==> src/rtl/fetch_unit.sv <==
// fetch_unit: PC / IR / MDR stage of the multicycle core; applies control strobes and drives the unified memory address.
// Latency: zero-wait access captures at the edge ending the request cycle; PC loads are visible one cycle after the strobe.
// Backpressure: o_stall holds the control FSM while memory has not completed; a sticky bus error stops new accesses.
//
// Ports: i_clk/i_reset (sync, active-high); control strobes i_pc_write, i_pc_write_beq, i_pc_write_bne, i_pc_data,
//        i_iord, i_ireg_write, i_mem_read, i_mem_write; datapath i_alu_zero, i_alu_result, i_alu_out;
//        memory i_mem_data_in, i_mem_ready, o_mem_addr; state o_pc, o_instr, o_opcode, o_mdr; o_stall, o_bus_error.
// Optional: define FETCH_INSTR_CNT_EN to add o_instr_count, a wrapping count of instruction-register loads.
module fetch_unit #(
   parameter logic [15:0] RESET_PC = 16'h0000,
   parameter int unsigned MAX_WAIT = 8           // 1..255
) (
   input  logic        i_clk,
   input  logic        i_reset,
   input  logic        i_pc_write,
   input  logic        i_pc_write_beq,
   input  logic        i_pc_write_bne,
   input  logic        i_pc_data,
   input  logic        i_iord,
   input  logic        i_ireg_write,
   input  logic        i_mem_read,
   input  logic        i_mem_write,
   input  logic        i_alu_zero,
   input  logic [15:0] i_alu_result,
   input  logic [15:0] i_alu_out,
   input  logic [15:0] i_mem_data_in,
   input  logic        i_mem_ready,
   output logic [15:0] o_mem_addr,
   output logic [15:0] o_pc,
   output logic [15:0] o_instr,
   output logic [3:0]  o_opcode,
   output logic [15:0] o_mdr,
   output logic        o_stall,
`ifdef FETCH_INSTR_CNT_EN
   output logic [15:0] o_instr_count,
`endif
   output logic        o_bus_error
);

   typedef enum logic {ST_IDLE, ST_WAIT} state_t;

   // The request cycle in IDLE is itself the first wait cycle, so WAIT holds
   // MAX_WAIT-1 further wait cycles (counter values 0 .. MAX_WAIT-2). With
   // MAX_WAIT=1 the IDLE request cycle is already the last one allowed.
   localparam logic [7:0] LP_LAST = (MAX_WAIT > 1) ? 8'(MAX_WAIT - 2) : 8'd0;
   localparam logic       LP_ONE  = (MAX_WAIT == 1) ? 1'b1 : 1'b0;

   state_t      r_state;
   logic [7:0]  r_wait_cnt;
   logic [15:0] r_pc;
   logic [15:0] r_instr;
   logic [15:0] r_mdr;
   logic        r_bus_error;

   logic        w_req;
   logic        w_done;
   logic        w_timeout;
   logic        w_stall;
   logic        w_pc_en;
   logic [15:0] w_pc_next;
   logic        w_ir_load;

   // After a bus error requests are ignored entirely.
   assign w_req  = (i_mem_read | i_mem_write) & ~r_bus_error;
   assign w_done = w_req & i_mem_ready;

   // Final permitted wait cycle still without MemReady: raise the error at its edge.
   assign w_timeout = ~i_mem_ready &
                      ((r_state == ST_WAIT) ? (r_wait_cnt == LP_LAST) : (w_req & LP_ONE));

   assign w_stall = ~i_reset & ~i_mem_ready &
                    (((r_state == ST_IDLE) & w_req) | (r_state == ST_WAIT));

   assign w_pc_en   = (i_pc_write | (i_pc_write_beq & i_alu_zero) | (i_pc_write_bne & ~i_alu_zero))
                      & ~w_stall;
   // Halfword alignment: bit 0 of the PC is always zero.
   assign w_pc_next = (i_pc_data ? i_alu_out : i_alu_result) & 16'hFFFE;
   assign w_ir_load = w_done & i_mem_read & i_ireg_write;

   always_ff @(posedge i_clk) begin
      if (i_reset) begin
         r_state     <= ST_IDLE;
         r_wait_cnt  <= 8'd0;
         r_pc        <= RESET_PC;
         r_instr     <= 16'h0000;
         r_mdr       <= 16'h0000;
         r_bus_error <= 1'b0;
      end else begin
         case (r_state)
            ST_IDLE: begin
               if (w_req & ~i_mem_ready) begin
                  r_wait_cnt <= 8'd0;
                  if (w_timeout) r_bus_error <= 1'b1;
                  else           r_state     <= ST_WAIT;
               end
            end
            ST_WAIT: begin
               if (i_mem_ready) begin
                  r_state <= ST_IDLE;
               end else if (w_timeout) begin
                  r_bus_error <= 1'b1;
                  r_state     <= ST_IDLE;
               end else begin
                  r_wait_cnt <= r_wait_cnt + 8'd1;
               end
            end
            default: r_state <= ST_IDLE;
         endcase

         if (w_done & i_mem_read) r_mdr   <= i_mem_data_in;
         if (w_ir_load)           r_instr <= i_mem_data_in;
         if (w_pc_en)             r_pc    <= w_pc_next;
      end
   end

`ifdef FETCH_INSTR_CNT_EN
   logic [15:0] r_instr_count;

   always_ff @(posedge i_clk) begin
      if (i_reset)        r_instr_count <= 16'h0000;
      else if (w_ir_load) r_instr_count <= r_instr_count + 16'h0001;   // wraps naturally
   end

   assign o_instr_count = r_instr_count;
`endif

   assign o_mem_addr  = i_iord ? i_alu_out : r_pc;
   assign o_pc        = r_pc;
   assign o_instr     = r_instr;
   assign o_opcode    = r_instr[15:12];
   assign o_mdr       = r_mdr;
   assign o_stall     = w_stall;
   assign o_bus_error = r_bus_error;

endmodule
==> config.mk <==
export PLATFORM = sky130hd
export DESIGN_NAME = fetch_unit
export DESIGN_NICKNAME = d
export VERILOG_FILES = /design/src/rtl/fetch_unit.sv
export SDC_FILE = /design/constraint.sdc
export NUM_CORES = 1
export LEC_CHECK = 0
export ABC_CLOCK_PERIOD_IN_PS = 5500
export CAP_MARGIN = 40
export CORE_MARGIN = 2
export CORE_UTILIZATION = 57
export DETAILED_ROUTE_END_ITERATION = 8
export DONT_BUFFER_PORTS = 1
export GPL_ROUTABILITY_DRIVEN = 0
export GPL_TIMING_DRIVEN = 0
export PLACE_DENSITY = 0.81
export SETUP_SLACK_MARGIN = 0.5
export SKIP_LAST_GASP = 1
export SLEW_MARGIN = 0
export SYNTH_ARGS = -nofsm -noshare
export SYNTH_HDL_FRONTEND = slang
export SYNTH_SLANG_ARGS = --single-unit
export TNS_END_PERCENT = 50
==> constraint.sdc <==
create_clock -name i_clk -period 5.5 [get_ports i_clk]
set_clock_uncertainty 0.1 [all_clocks]
set_input_delay 0.55 -clock i_clk [delete_from_list [all_inputs] [get_ports i_clk]]
set_output_delay 0.55 -clock i_clk [all_outputs]
set_load 0.01 [all_outputs]
==> results.sh <==
export IMPL_cp_slowest_cell="dfxtp_1"
export IMPL_crit_buf_inv=3
export IMPL_drt_initial_drc_count=115
export IMPL_crit_fanout=10
export IMPL_diodes=0
export IMPL_seq_area_frac_synth_pct=43.3
export IMPL_root_buffer="clkbuf_8"
export IMPL_max_stage_delay_ps=440
export IMPL_slew_headroom_pct=51.4
export IMPL_most_common_layout_cells="nand2_1 (66), dfxtp_1 (57), a21oi_1 (54)"
export IMPL_ios=130
export IMPL_grt_pass1_wl_um=9860
export IMPL_grt_overflow=0
export IMPL_worst_setup_path_end_kind="output port"
export IMPL_setup_viol=0
export IMPL_clk_pin_slew_ps=60
export IMPL_leakagePower_nw=1.09
export IMPL_grt_busiest_layer="met2"
export IMPL_path_cells="o21bai_4, a211o_1, buf_6, clkbuf_1, inv_1"
export IMPL_required_ps=4850
export IMPL_die_area_um2=5180
export IMPL_use_met3_pct=10.1
export IMPL_cp_arrival_ps=1770
export IMPL_clock_sink_count=57
export IMPL_drive_gt1_share_pct=15.0
export IMPL_syn_avg_cell_area_um2=8.70
export IMPL_grtUsageMet2_pct=41.4
export IMPL_fp_dieH_um=72.0
export IMPL_place_hpwl_um=4690
export IMPL_wl_um=6280
export IMPL_start_util_pct=59.7
export IMPL_cts_tree="done"
export IMPL_io_buffers=0
export IMPL_ys_flop_type="dfxtp_1"
export IMPL_ant_nets=0
export IMPL_synth_seq_cells=57
export IMPL_hold_class="in -> reg"
export IMPL_start_kind="flop"
export IMPL_ctsHoldBuffers=0
export IMPL_peakVddDrop_mv=0.210
export IMPL_synth_edff_count=0
export IMPL_hold_viol_final=0
export IMPL_grt_use_met1_pct=28.4
export IMPL_yosys_warnings=0
export IMPL_maxCapViolCount=0
export IMPL_setup_tns_ps=0
export IMPL_core_area_um2=4410
export IMPL_clk_path_buf_depth=2
export IMPL_fmax_ghz=0.413
export IMPL_grt_pass1_vias=2104
export IMPL_firstDrtPassIters=4
export IMPL_clock_latency_ps=340
export IMPL_via_count=2201
export IMPL_rows=24
export IMPL_synthesis_nets=365
export IMPL_path_class="reg -> out"
export IMPL_cts_made_buffers=9
export IMPL_synth_top_area_share_pct=43.3
export IMPL_post_cts_buffers=0
export IMPL_worst_pin_slew_ps=729
export IMPL_synth_cell_types=39
export IMPL_nets=376
export IMPL_vias_per_cell=5.93
export IMPL_status="complete, no violations"
export IMPL_antenna_found_initial=0
export IMPL_finalPower_mw=0.964
export IMPL_drcViolationCount=0
export IMPL_p_per_area_nw_per_um2=332
export IMPL_cts_resized=0
export IMPL_rsz0062_at_grt="no"
export IMPL_post_route_period_util_pct=44.1
export IMPL_grt_max_degree=11
export IMPL_maxSlewViolCount=0
export IMPL_area_delta_synth_final_pct=10.3
export IMPL_reg2reg_slack_ps=3540
export IMPL_wl_per_cell_um=16.9
export IMPL_cpLargestDelayFamily="buffers and inverters"
export IMPL_die_w_um=72.0
export IMPL_synthArstFlopShare_pct=0
export IMPL_syn_inst=303
export IMPL_syn_area_um2=2640
export IMPL_synth_area_top_cells="dfxtp_1 (43%), a21oi_1 (10%), nand2_1 (9.4%), mux2_2 (6.4%), mux2i_1 (5.7%)"
export IMPL_fin_crit_ps=2420
export IMPL_layout_commonest_cell="nand2_1"
export IMPL_synth_top_area_cell="dfxtp_1"
export IMPL_htree_levels=3
export IMPL_track_usage_pct=24.7
-- routing by layer --
| layer | part of all wire (%) | wire length (um) |
|---|---|---|
| met3 | 8.0 | 503 |
| met2 | 51 | 3220 |
| met5 | 0 | 0 |
| met1 | 39 | 2470 |
| met4 | 1.6 | 98 |
-- final cells by class --
class / count / area [um^2]
Tap cell: 52 / 65.1
Fill cell: 382 / 1510
Inverter: 6 / 22.5
Multi-Input combinational cell: 214 / 1330
Sequential cell: 57 / 1140
Buffer: 26 / 143
Clock inverter: 2 / 35.0
Clock buffer: 14 / 173
-- stage by stage --
stage	instances	setup WS, ps	utilization (%)	instance area, um^2	hold WS [ps]
floorplan	303	3320	-	2640	381
global placement	355	3110	61.2	2700	391
detailed placement	355	3090	61.2	2700	397
CTS	371	3040	65.9	2910	231
global route	371	2970	65.9	2910	231
finish	371	3080	65.9	2910	238
-- synthesized netlist by cell type (2+ instances only) --
cell and instances:
a211o_1 2, a211oi_1 15, a21oi_1 54, and2_1 3, and3_1 2, buf_1 4
buf_2 3, buf_4 5, buf_6 3, clkbuf_1 11, dfxtp_1 57, ha_1 2
inv_1 6, mux2_2 15, mux2i_1 15, nand2_1 66, nand2b_1 6, nand3_1 3
nand4_1 2, nand4b_1 2, nor2_1 3, nor2b_1 2, o21ai_0 6
-- state kept, by name, indices dropped and copies added (netlist names) --
| name | flops |
|---|---|
| o_instr | 16 |
| o_bus_error | 1 |
| r_wait_cnt | 8 |
| o_mdr | 16 |
| o_pc | 15 |
| r_state | 1 |
-- report_power, final --
part	internal, mW	total, mW	switching, mW
clock	0.246	0.406	0.160
sequential	0.434	0.461	0.0267
combinational	0.0414	0.0981	0.0567
-- worst reg2reg max path, stage by stage (launching register included) --
cell and delay (ps):
dfxtp_1 350, inv_1 90, ha_1 140, or4b_4 480
o31a_2 440, nand4_1 140, o311ai_2 100
-- worst paths after layout --
| kind | start | to | depth (start not counted) |
|---|---|---|---|
| min reg2reg | o_instr[9] | o_instr[9] | 2 |
| max | o_bus_error | o_stall | 5 |
| max reg2reg | r_wait_cnt[0] | r_wait_cnt[6] | 6 |
| min | i_mem_data_in[7] | o_mdr[7] | 2 |
-- cells by family after synthesis --
| group | after synthesis | share of synthesized area (%) |
|---|---|---|
| fa+ha+maj | 2 | 0.949 |
| buf+inv | 32 | 6.26 |
| compound gates | 84 | 19.6 |
| other cells | 1 | 0.142 |
| mux | 30 | 12.1 |
| simple gates | 97 | 17.7 |
| flops | 57 | 43.3 |
No activity file was read; power rests on OpenSTA's default activity.
